==> src/rtl/multicycle_control_fsm.sv <==
// Multi-cycle RV32I control sequencer.
// Steps each instruction through FETCH, DECODE, EXECUTE, MEMORY and WRITEBACK.
// Waits on the instruction and data memory ready handshakes. Traps on illegal
// opcodes and on memory waits that run too long. Counts retired instructions.
module multicycle_control_fsm #(
  parameter int unsigned OPCODE_SIZE = 7,
  parameter int unsigned MEM_TIMEOUT = 15,
  parameter int unsigned CNT_WIDTH   = 32
) (
  input  logic                   clk,
  input  logic                   reset_n,
  input  logic [OPCODE_SIZE-1:0] Opcode,
  input  logic                   ImemReady,
  input  logic                   DmemReady,
  input  logic                   BranchTaken,
  output logic [2:0]             ALUOp,
  output logic                   JumpReg,
  output logic                   Jump,
  output logic                   Branch,
  output logic                   RegSrc1,
  output logic                   RegSrc2,
  output logic                   UpperImm,
  output logic                   MemToReg,
  output logic                   RetAddr,
  output logic                   IRWrite,
  output logic                   PCWrite,
  output logic                   MemRead,
  output logic                   MemWrite,
  output logic                   RegWrite,
  output logic                   Trap,
  output logic [2:0]             State,
  output logic [CNT_WIDTH-1:0]   InstrRetired
);

  localparam logic [OPCODE_SIZE-1:0] OpRType = OPCODE_SIZE'(7'b0110011);
  localparam logic [OPCODE_SIZE-1:0] OpIAlu  = OPCODE_SIZE'(7'b0010011);
  localparam logic [OPCODE_SIZE-1:0] OpLoad  = OPCODE_SIZE'(7'b0000011);
  localparam logic [OPCODE_SIZE-1:0] OpStore = OPCODE_SIZE'(7'b0100011);
  localparam logic [OPCODE_SIZE-1:0] OpBr    = OPCODE_SIZE'(7'b1100011);
  localparam logic [OPCODE_SIZE-1:0] OpJalr  = OPCODE_SIZE'(7'b1100111);
  localparam logic [OPCODE_SIZE-1:0] OpJal   = OPCODE_SIZE'(7'b1101111);
  localparam logic [OPCODE_SIZE-1:0] OpLui   = OPCODE_SIZE'(7'b0110111);
  localparam logic [OPCODE_SIZE-1:0] OpAuipc = OPCODE_SIZE'(7'b0010111);

  // Wait count value at which a still-low ready turns into a trap on this edge.
  localparam logic [7:0] WaitLast = 8'(MEM_TIMEOUT - 1);

  typedef enum logic [2:0] {
    StFetch     = 3'd0,
    StDecode    = 3'd1,
    StExecute   = 3'd2,
    StMemory    = 3'd3,
    StWriteback = 3'd4,
    StTrap      = 3'd5
  } state_e;

  // Instruction class, only as fine as the sequencing needs.
  typedef enum logic [1:0] {
    ClsAlu,
    ClsLoad,
    ClsStore,
    ClsBranch
  } cls_e;

  typedef struct packed {
    logic [2:0] alu_op;
    logic       jump_reg;
    logic       jump;
    logic       branch;
    logic       reg_src1;
    logic       reg_src2;
    logic       upper_imm;
    logic       mem_to_reg;
    logic       ret_addr;
  } sel_t;

  state_e               state_q, state_d;
  cls_e                 cls_q, cls_d;
  sel_t                 sel_q, sel_d;
  logic [7:0]           wait_q, wait_d;
  logic                 trap_q, trap_d;
  logic [CNT_WIDTH-1:0] retired_q, retired_d;
  logic                 ir_write_q, ir_write_d;
  logic                 mem_read_q, mem_read_d;
  logic                 mem_write_q, mem_write_d;
  logic                 reg_write_q, reg_write_d;
  logic                 pc_write_q, pc_write_d;

  sel_t                 dec_sel;
  cls_e                 dec_cls;
  logic                 dec_legal;
  logic                 retire;
  logic                 pc_now;

  // Opcode to select set; only consumed on the DECODE exit edge.
  always_comb begin
    dec_sel   = '0;
    dec_cls   = ClsAlu;
    dec_legal = 1'b1;
    case (Opcode)
      OpRType: begin
        dec_sel.alu_op = 3'b010;
      end
      OpIAlu: begin
        dec_sel.alu_op   = 3'b011;
        dec_sel.reg_src2 = 1'b1;
      end
      OpLoad: begin
        dec_sel.alu_op     = 3'b000;
        dec_sel.reg_src2   = 1'b1;
        dec_sel.mem_to_reg = 1'b1;
        dec_cls            = ClsLoad;
      end
      OpStore: begin
        dec_sel.alu_op   = 3'b000;
        dec_sel.reg_src2 = 1'b1;
        dec_cls          = ClsStore;
      end
      OpBr: begin
        dec_sel.alu_op = 3'b001;
        dec_sel.branch = 1'b1;
        dec_cls        = ClsBranch;
      end
      OpJalr: begin
        dec_sel.jump_reg = 1'b1;
        dec_sel.ret_addr = 1'b1;
        dec_sel.reg_src2 = 1'b1;
      end
      OpJal: begin
        dec_sel.jump     = 1'b1;
        dec_sel.ret_addr = 1'b1;
      end
      OpLui: begin
        dec_sel.upper_imm = 1'b1;
        dec_sel.alu_op    = 3'b100;
      end
      OpAuipc: begin
        dec_sel.upper_imm = 1'b1;
        dec_sel.reg_src1  = 1'b1;
        dec_sel.alu_op    = 3'b101;
      end
      default: begin
        dec_legal = 1'b0;
      end
    endcase
  end

  // Next state, wait counter, retire event and next registered outputs.
  always_comb begin
    state_d = state_q;
    cls_d   = cls_q;
    sel_d   = sel_q;
    wait_d  = wait_q;
    trap_d  = trap_q;
    retire  = 1'b0;
    pc_now  = 1'b0;

    case (state_q)
      StFetch: begin
        if (ImemReady) begin
          state_d = StDecode;
        end else if (wait_q == WaitLast) begin
          state_d = StTrap;
          trap_d  = 1'b1;
        end else begin
          wait_d = wait_q + 8'd1;
        end
      end
      StDecode: begin
        if (dec_legal) begin
          state_d = StExecute;
          sel_d   = dec_sel;
          cls_d   = dec_cls;
        end else begin
          // Selects keep the last legal instruction's values.
          state_d = StTrap;
          trap_d  = 1'b1;
        end
      end
      StExecute: begin
        case (cls_q)
          ClsLoad, ClsStore: state_d = StMemory;
          ClsBranch: begin
            state_d = StFetch;
            retire  = 1'b1;
            pc_now  = BranchTaken;
          end
          default: state_d = StWriteback;
        endcase
      end
      StMemory: begin
        if (DmemReady) begin
          if (cls_q == ClsStore) begin
            state_d = StFetch;
            retire  = 1'b1;
            pc_now  = 1'b1;
          end else begin
            state_d = StWriteback;
          end
        end else if (wait_q == WaitLast) begin
          state_d = StTrap;
          trap_d  = 1'b1;
        end else begin
          wait_d = wait_q + 8'd1;
        end
      end
      StWriteback: begin
        state_d = StFetch;
        retire  = 1'b1;
      end
      StTrap: begin
        state_d = StTrap;
      end
      default: begin
        state_d = StTrap;
        trap_d  = 1'b1;
      end
    endcase

    // Every state entry restarts the wait count; only FETCH/MEMORY ever use it.
    if (state_d != state_q) begin
      wait_d = '0;
    end

    // A reset cycle abandons the access, so no PC update may escape it.
    pc_now = pc_now & reset_n;

    retired_d = retired_q + CNT_WIDTH'(retire);

    // Moore strobes: decided from the state being entered, high for that state.
    ir_write_d  = (state_d == StDecode);
    mem_read_d  = (state_d == StFetch) || ((state_d == StMemory) && (cls_d == ClsLoad));
    mem_write_d = (state_d == StMemory) && (cls_d == ClsStore);
    reg_write_d = (state_d == StWriteback);
    pc_write_d  = (state_d == StWriteback);
  end

  // State and registered outputs, synchronous active-low reset.
  always_ff @(posedge clk) begin
    if (!reset_n) begin
      state_q     <= StFetch;
      cls_q       <= ClsAlu;
      sel_q       <= '0;
      wait_q      <= '0;
      trap_q      <= 1'b0;
      retired_q   <= '0;
      ir_write_q  <= 1'b0;
      mem_read_q  <= 1'b1;
      mem_write_q <= 1'b0;
      reg_write_q <= 1'b0;
      pc_write_q  <= 1'b0;
    end else begin
      state_q     <= state_d;
      cls_q       <= cls_d;
      sel_q       <= sel_d;
      wait_q      <= wait_d;
      trap_q      <= trap_d;
      retired_q   <= retired_d;
      ir_write_q  <= ir_write_d;
      mem_read_q  <= mem_read_d;
      mem_write_q <= mem_write_d;
      reg_write_q <= reg_write_d;
      pc_write_q  <= pc_write_d;
    end
  end

  assign State        = state_q;
  assign ALUOp        = sel_q.alu_op;
  assign JumpReg      = sel_q.jump_reg;
  assign Jump         = sel_q.jump;
  assign Branch       = sel_q.branch;
  assign RegSrc1      = sel_q.reg_src1;
  assign RegSrc2      = sel_q.reg_src2;
  assign UpperImm     = sel_q.upper_imm;
  assign MemToReg     = sel_q.mem_to_reg;
  assign RetAddr      = sel_q.ret_addr;
  assign IRWrite      = ir_write_q;
  assign MemRead      = mem_read_q;
  assign MemWrite     = mem_write_q;
  assign RegWrite     = reg_write_q;
  assign Trap         = trap_q;
  assign InstrRetired = retired_q;
  // Branch-taken and store-complete updates depend on inputs seen this cycle.
  assign PCWrite      = pc_write_q | pc_now;

endmodule

==> config.mk <==
export PLATFORM = sky130hd
export DESIGN_NAME = multicycle_control_fsm
export DESIGN_NICKNAME = d
export VERILOG_FILES = /design/src/rtl/multicycle_control_fsm.sv
export SDC_FILE = /design/constraint.sdc
export NUM_CORES = 1
export LEC_CHECK = 0
export BUFFER_PORTS_ARGS = -buffer_cell sky130_fd_sc_hd__buf_2
export CAP_MARGIN = 5
export CORE_ASPECT_RATIO = 2
export CORE_UTILIZATION = 30
export CTS_BUF_LIST = sky130_fd_sc_hd__clkbuf_8
export CTS_CLUSTER_DIAMETER = 100
export DETAILED_ROUTE_END_ITERATION = 10
export PLACE_DENSITY = 0.54
export SYNTH_ARGS = -nofsm -noshare
export SYNTH_HDL_FRONTEND = slang
export SYNTH_SLANG_ARGS = --single-unit
==> constraint.sdc <==
create_clock -name clk -period 6.3 [get_ports clk]
set_input_delay 1.26 -clock clk [delete_from_list [all_inputs] [get_ports clk]]
set_output_delay 1.26 -clock clk [all_outputs]
set_load 0.1 [all_outputs]
==> reports/metrics.sh, run 1 <==
CP_MAX_FO=7
DETAIL-ROUTE-ANTENNA-NETS=0
WORST_R2R_STARTPOINT='State[1]'
FILLER_CELL_COUNT=1052
CTS_SINKS=61
CRITPATHCAPTURETYPE='output pin'
CRITPATHLAUNCH='DmemReady'
FINISH.CELL_COUNT_WITHOUT_FILLERS=557
FIRSTDRTPASSITERS=4
TIGHTESTPINTRANSITION_NS=0.790
CTS-HOLD-FIX-BUFFERS=0
NUMBER_OF_DISTINCT_LIBRARY_CELL_VARIANTS_IN_THE_GATE_LEVEL_NETLIST_AFTER_SYNTHESIS=56
FINALCOREUTILIZATION_PCT=37.6
GLOBAL_ROUTE.USAGE.TOTAL_PCT=16.5
AREA.GROWTH.SYNTH_TO_FINAL_PCT=20.8
CTS-HTREE-LEVELS=3
FP.DIEW_UM=73.4
DIE_AREA_UM2=10600
GLOBALROUTE.TOTALOVERFLOW=0
PATH_CLASS='input pin to output pin'
POSTLAYOUTCELLAREA_UM2=3690
TOTALWIRELENGTH_UM=8140
STD_CELL_ROWS=51
DRC=0
SWSHARE_PCT=26.6
DETAILROUTE.VIA_COUNT=2842
CLK_PIN_SLEW_WORST_PATHS_NS=0.06
DRT-VIAS-PER-INSTANCE=5.10
SYNTH_SEQUENTIAL_AREA_RATIO_PCT=40.0
CTS_SETUP_BUFFERS=0
HOLD-WORST-SLACK_NS=0.453
FINAL_LAYOUT_SIZE_SUFFIX_GT1_SHARE_PCT=21.9
TIMING_MAX_TRANSITION_VIOLATIONS_FINAL=0
CLOCK_POWER_SHARE_PCT=44.5
SYNTH.TOP_CELLS.BY_AREA='sky130_fd_sc_hd__dfxtp_1 (40%), sky130_fd_sc_hd__xnor2_1 (6.0%), sky130_fd_sc_hd__nand3_1 (4.3%)'
SYNTH_TOP_AREA_SHARE_PCT=40.0
DETAILEDROUTE.FIRSTITERATIONVIOLATIONS=102
CTS_INSERTED_BUFFERS=9
MAX_CAP_VIOLATIONS=0
PRE_CTS_WS_NS=2.85
PERIOD_SHARE_PCT=54.9
DIE_H_UM=145
INSERTION_DELAY_NS=0.34
P_SWITCHING_mW=0.237
CLOCK_TREE_FROM_TRITONCTS='done'
IO_BUFFERS=63
CLOCK.FMAX_GHz=0.289
VDD.IR_DROP.WORST_mV=0.171
MULTI_INPUT_AREA_UM2=1720
RSZ0062_AT_GRT='false'
CRIT_REG_REG_ENDPOINT='InstrRetired[31]'
PLACED_CELLS=541
GRT_FIRST_PASS_WIRELENGTH_UM=13200
PLACED_AREA_UM2=3470
FINALSETUPTNS_NS=0
ASYNCSETRESETFLOPFRACSYNTH_PCT=0
GRT_MAX_DEGREE=46
FINALWORSTPATHREQUIREDPERIOD_NS=3.46
COMB_POWER_SHARE_PCT=10.8
DP_HPWL_UM=6060
WORST-ENDPOINT-REQUIRED_NS=5.04
POSTSYNTHAREAPERCELL_UM2=8.47
ANTENNA_CELLS_INSERTED=0
NUM-NETS-FINAL=439
CTS_BUFFER_DEPTH=2
NETLIST.TOP_CELL.BY_AREA='sky130_fd_sc_hd__dfxtp_1'
DETAILED_ROUTE_WIRE_LENGTH_PER_CELL_UM=14.6
ANTENNA_FOUND_INITIAL=0
SYNTHCELLS=361
WORSTSETUPENDPOINT='PCWrite'
CORE_UM2=9830
SYNTH-EDFF-COUNT=0
FIN_TOTAL_PWR_mW=0.891
SETUP-VIOLATIONS-FINAL=0
NET_COUNT_SYNTH=380
HOLD_VIOLATIONS=0
ROUTABILITY_CONGESTION_ESTIMATE_FROM_GLOBAL_PLACEMENT=0.842
POST_CTS.RESIZED_INSTANCES=0
REGISTER_AREA_UM2=1220
VIAS_IN_THE_FIRST_GLOBAL_ROUTE=2756
SYNTH.FF_LATCH_COUNT=61
CRIT_ARRIVAL_NS=2.20
TIMING.CLOCK.SKEW_NS=0.00882
WORST_HOLD_PATH_TYPE='register to register'
SLEW_HEADROOM_PCT=47.2
WORST_SLACK_NS=2.84
YOSYSWARNINGCOUNT=0
POWER.SHARE.SEQUENTIAL_PCT=44.7
STATIC-LEAKAGE-POWER_nW=1.42
SYNTH_AREA_UM2=3060
SYNTH_TOP_FLOP_CELL='sky130_fd_sc_hd__dfxtp_1'
WORST-R2R-CELL-COUNT=9
RUN_STATUS='finished clean'
INITIAL_CORE_UTIL_PCT=31.1
WORST_REG_TO_REG_SETUP_SLACK_NS=3.15
ELEMENT_TYPE_AT_THE_CRITICAL_PATH_START='input pin'
BOUNDARYPINS=64
P_INT_mW=0.654
CELLPOWERDENSITY_nW_PER_UM2=241
CTS_ROOT_BUF='sky130_fd_sc_hd__clkbuf_8'
## registers in the layout, indices dropped and copies added, names as in the netlist, 2 cells and up
register and count:
InstrRetired 32, wait_q 8, ALUOp 3, State 3, cls_q 2
## area by class of cell
type                    count  share of cell area (%)
clock buffers              11                    4.10
repair buffers             63                    8.54
inverters                  12                    1.22
well taps                 132                    4.47
multi-input cells         273                    46.6
flip-flops and latches     61                    33.1
clock inverters             5                    2.00
## cells in the final DEF, fill, tap and decap left out, drive strengths merged, types with 12 or more instances in the layout
master / n
nor4: 15
or3: 12
inv: 13
nor3: 20
nand3: 26
nor2: 32
nand2: 29
a21oi: 22
buf: 63
dfxtp: 61
o21ai: 13
xnor2: 21
## routing by layer
| layer | global-route usage (%) | vias up | share of wire (%) |
|---|---|---|---|
| li1 | - | 1417 | - |
| met1 | 16.3 | 1354 | 38 |
| met2 | 31.3 | 58 | 56 |
| met3 | 4.02 | 13 | 3.6 |
| met4 | 8.00 | 0 | 2.0 |
| met5 | 0 | - | 0 |
## worst max-delay path, cell delays in order
cell,delay (ns)
sky130_fd_sc_hd__buf_2,0.16
sky130_fd_sc_hd__nand3_1,0.09
sky130_fd_sc_hd__o21ai_0,0.11
sky130_fd_sc_hd__a31o_2,0.17
sky130_fd_sc_hd__buf_2,0.41
## logic make-up after synthesis
family / count (synthesis) / synth area share, %
adders and majority gates: 7 / 2.87
muxes: 2 / 0.696
and+or+nand+nor: 172 / 31.2
DFF: 61 / 40.0
xor gates and xnor gates: 31 / 8.88
AOI/OAI and AO/OA: 61 / 12.6
buffers and inverters: 27 / 3.72
## worst min-delay path by stage
stage,end,startpoint,depth (start not counted),slack (ns)
global placement,Branch,Branch,2,0.44
global route,ALUOp[0],ALUOp[0],2,0.47
CTS,MemToReg,MemToReg,2,0.45
detailed placement,MemToReg,MemToReg,2,0.45
floorplan,wait_q[1],wait_q[1],2,0.48
finish,Jump,Jump,2,0.45
## synthesized netlist by cell type (2+ instances only)
library cell and n:
sky130_fd_sc_hd__dfxtp_1 61, sky130_fd_sc_hd__nor2_1 32, sky130_fd_sc_hd__nand2_1 29, sky130_fd_sc_hd__nand3_1 26, sky130_fd_sc_hd__a21oi_1 22, sky130_fd_sc_hd__xnor2_1 21
sky130_fd_sc_hd__nor3_1 19, sky130_fd_sc_hd__nor4_1 13, sky130_fd_sc_hd__o21ai_0 12, sky130_fd_sc_hd__inv_1 11, sky130_fd_sc_hd__clkbuf_1 10, sky130_fd_sc_hd__nand4_1 10
sky130_fd_sc_hd__or3_1 10, sky130_fd_sc_hd__xor2_1 10, sky130_fd_sc_hd__and2_1 8, sky130_fd_sc_hd__ha_1 7, sky130_fd_sc_hd__nor2b_1 5, sky130_fd_sc_hd__and4_1 4
sky130_fd_sc_hd__o21a_1 4, sky130_fd_sc_hd__a22oi_1 3, sky130_fd_sc_hd__buf_2 3, sky130_fd_sc_hd__a211o_1 2, sky130_fd_sc_hd__a21o_1 2, sky130_fd_sc_hd__and3_1 2
sky130_fd_sc_hd__nor3b_2 2, sky130_fd_sc_hd__o211ai_1 2, sky130_fd_sc_hd__or3_4 2
## power by group through the flow
stage | Sequential, mW | Clock [mW] | Combinational (mW)
after floorplan | 0.436 | 0 | 0.0431
after global routing | 0.399 | 0.432 | 0.102
final | 0.398 | 0.397 | 0.0958
after detailed placement | 0.407 | 0 | 0.0961
after global placement | 0.407 | 0 | 0.0955
after CTS | 0.398 | 0.411 | 0.0963
(Power assumes the default switching activity.)
==> run 2, diff against run 1 <==
Settings changed: PLACE_DENSITY 0.54 to 0.56.
Clock period 6.3 ns to 3 ns, I/O delays scaled along.
==> reports/metrics.sh, run 2 (synthesized netlist as in run 1, its figures left out) <==
DETAIL-ROUTE-ANTENNA-NETS=0  # unchanged
AREA.GROWTH.SYNTH_TO_FINAL_PCT=21.9
RSZ0062_AT_GRT='false'
PERIOD_SHARE_PCT=88.2
GRT_FIRST_PASS_WIRELENGTH_UM=12900  # -2.3%
SETUP-VIOLATIONS-FINAL=0  # unchanged
CP_TOP_FAMILY='simple AND/OR/NAND/NOR gates'
ROUTABILITY_CONGESTION_ESTIMATE_FROM_GLOBAL_PLACEMENT=0.839  # -0.34%
WORST-ENDPOINT-REQUIRED_NS=3.22  # -1.82 ns
RUN_STATUS='finished clean'
GLOBALROUTE.TOTALOVERFLOW=0  # unchanged
DIE_H_UM=145  # unchanged
ELEMENT_TYPE_AT_THE_CRITICAL_PATH_START='register'
DRC=0  # unchanged
WORSTPATHCELLLIST='nor2b_1 > a21oi_1 > o21ai_0 > ha_1 > ha_1 > nand2_1 > or3_4 > nor4_1 > xnor2_1 > nor2_1'
IO_BUFFERS=63  # unchanged
CTS_BUFFER_DEPTH=2  # unchanged
FP.DIEW_UM=73.4  # unchanged
FINALWORSTPATHREQUIREDPERIOD_NS=2.65
VDD.IR_DROP.WORST_mV=0.215  # +26%
CTS_ROOT_BUF='sky130_fd_sc_hd__clkbuf_8'
LARGEST_REGISTER_FFS=32  # unchanged
CRITPATHMOSTFREQUENTCELL='sky130_fd_sc_hd__ha_1'
INITIAL_CORE_UTIL_PCT=31.1  # unchanged
FINALCOREUTILIZATION_PCT=37.9  # +0.33 points
CLOCK_TREE_FROM_TRITONCTS='done'
ANTENNA_CELLS_INSERTED=0  # unchanged
DIE_AREA_UM2=10600  # unchanged
GLOBAL_ROUTE.USAGE.TOTAL_PCT=16.0  # -0.59 points
CLK_PIN_SLEW_WORST_PATHS_NS=0.08  # +0.02 ns
TIMING_MAX_TRANSITION_VIOLATIONS_FINAL=0  # unchanged
DETAILROUTE.VIA_COUNT=2863  # +0.74%
FILLER_CELL_COUNT=1088  # +3.4%
MOSTFREQUENTLAYOUTCELL='sky130_fd_sc_hd__buf_2'
MOST-COMMON-LAYOUT-CELLS='sky130_fd_sc_hd__buf_2 (63), sky130_fd_sc_hd__dfxtp_1 (58), sky130_fd_sc_hd__nor2_1 (32), sky130_fd_sc_hd__nand2_1 (29), sky130_fd_sc_hd__nand3_1 (26)'
CRIT_PATH_BUF_INV_COUNT=0  # -2
DETAILEDROUTE.FIRSTITERATIONVIOLATIONS=107  # +4.9%
CELLPOWERDENSITY_nW_PER_UM2=483  # +100%
DETAILED_ROUTE_WIRE_LENGTH_PER_CELL_UM=14.2  # -2.8%
WORST_HOLD_PATH_TYPE='register to register'
SLEW_HEADROOM_PCT=47.0  # -0.26 points
HOLD_VIOLATIONS=0  # unchanged
BOUNDARYPINS=64  # unchanged
STATIC-LEAKAGE-POWER_nW=1.43  # +0.76%
STD_CELL_ROWS=51  # unchanged
TOTALWIRELENGTH_UM=7990  # -1.8%
FIRSTDRTPASSITERS=4  # unchanged
PATH_CLASS='register to register'
CTS-HTREE-LEVELS=3  # unchanged
CRITICAL-PATH-MAX-STAGE-DELAY_NS=0.45  # +0.04 ns
CRIT_ARRIVAL_NS=2.86  # +0.66 ns
CTS-HOLD-FIX-BUFFERS=0  # unchanged
DRT-VIAS-PER-INSTANCE=5.09  # -0.33%
CTS_SETUP_BUFFERS=0  # unchanged
VIAS_IN_THE_FIRST_GLOBAL_ROUTE=2785  # +1.1%
TIGHTESTPINTRANSITION_NS=0.794  # +0.00384 ns
GRT_MAX_DEGREE=46  # unchanged
TIMING.CRITICAL_PATH.SLOWEST_STAGE_CELL='sky130_fd_sc_hd__or3_4'
CTS_INSERTED_BUFFERS=9  # unchanged
DP_HPWL_UM=6050  # -0.24%
INSERTION_DELAY_NS=0.35  # about the same
CP_MAX_FO=13  # +6
CORE_UM2=9830  # unchanged
NUM-NETS-FINAL=445  # +1.4%
MAX_CAP_VIOLATIONS=0  # unchanged
FINAL_LAYOUT_SIZE_SUFFIX_GT1_SHARE_PCT=23.9  # +2.0 points
CLOCK.FMAX_GHz=0.378
CRITPATHCAPTURETYPE='register'
CTS_SINKS=61  # unchanged
FINALSETUPTNS_NS=0  # unchanged
ANTENNA_FOUND_INITIAL=0  # unchanged
TIMING.CLOCK.SKEW_NS=0.0142  # +0.00541 ns
POST_CTS.RESIZED_INSTANCES=0  # unchanged
run 2: power breakdown:
group / leakage, nW / switching (mW) / total, mW / internal (mW)
Sequential: 0.494 / 0.0104 / 0.831 / 0.821
Clock: 0.0991 / 0.352 / 0.763 / 0.411
Combinational: 0.839 / 0.159 / 0.206 / 0.0472
Total: 1.43 / 0.521 / 1.80 / 1.28
run 2: path summary, 6_finish.rpt:
kind	startpoint	endpoint	slack [ns]	depth (start not counted)
max reg2reg	State[2]	InstrRetired[28]	0.35	10
max	State[2]	InstrRetired[28]	0.35	10
min	MemToReg	MemToReg	0.45	2
min reg2reg	MemToReg	MemToReg	0.45	2
run 2: final cells by class:
cell class	count	area (µm²)	share of cell area [%]
tap	132	165	4.43
sequential	61	1220	32.9
clock inverter	6	71.3	1.91
multi-input combinational	273	1720	46.2
timing repair buffer	69	360	9.67
inverter	12	45.0	1.21
clock buffer	10	138	3.69
run 2: metal layers:
| layer | vias to the layer above | global-route usage [%] | wire [µm] |
|---|---|---|---|
| met5 | - | 0 | 0 |
| met4 | 0 | 9.92 | 326 |
| met3 | 22 | 3.32 | 332 |
| met2 | 74 | 29.2 | 4300 |
| met1 | 1344 | 15.9 | 3030 |
| li1 | 1423 | - | - |
run 2: worst reg2reg max path: cells and delay by family, from the launching register on:
kind	cells	cell delay [ns]
AO/OA/AOI/OAI	2	0.29
adder cells (fa/ha/maj)	2	0.35
XOR/XNOR	1	0.16
flip-flops	1	0.39
AND/OR/NAND/NOR	5	1.32
run 2: through the flow:
| stage | instance area, µm² | setup WS [ns] | cells | power [mW] | hold WS, ns |
|---|---|---|---|---|---|
| after CTS | 3730 | 0.325 | 563 | 1.82 | 0.452 |
| final | 3730 | 0.353 | 563 | 1.80 | 0.453 |
| after detailed placement | 3520 | 0.323 | 547 | 1.06 | 0.445 |
| after global routing | 3730 | 0.0274 | 563 | 1.88 | 0.496 |
| after floorplan | 3060 | 0.0412 | 361 | 1.01 | 0.477 |
| after global placement | 3520 | 0.415 | 547 | 1.06 | 0.442 |
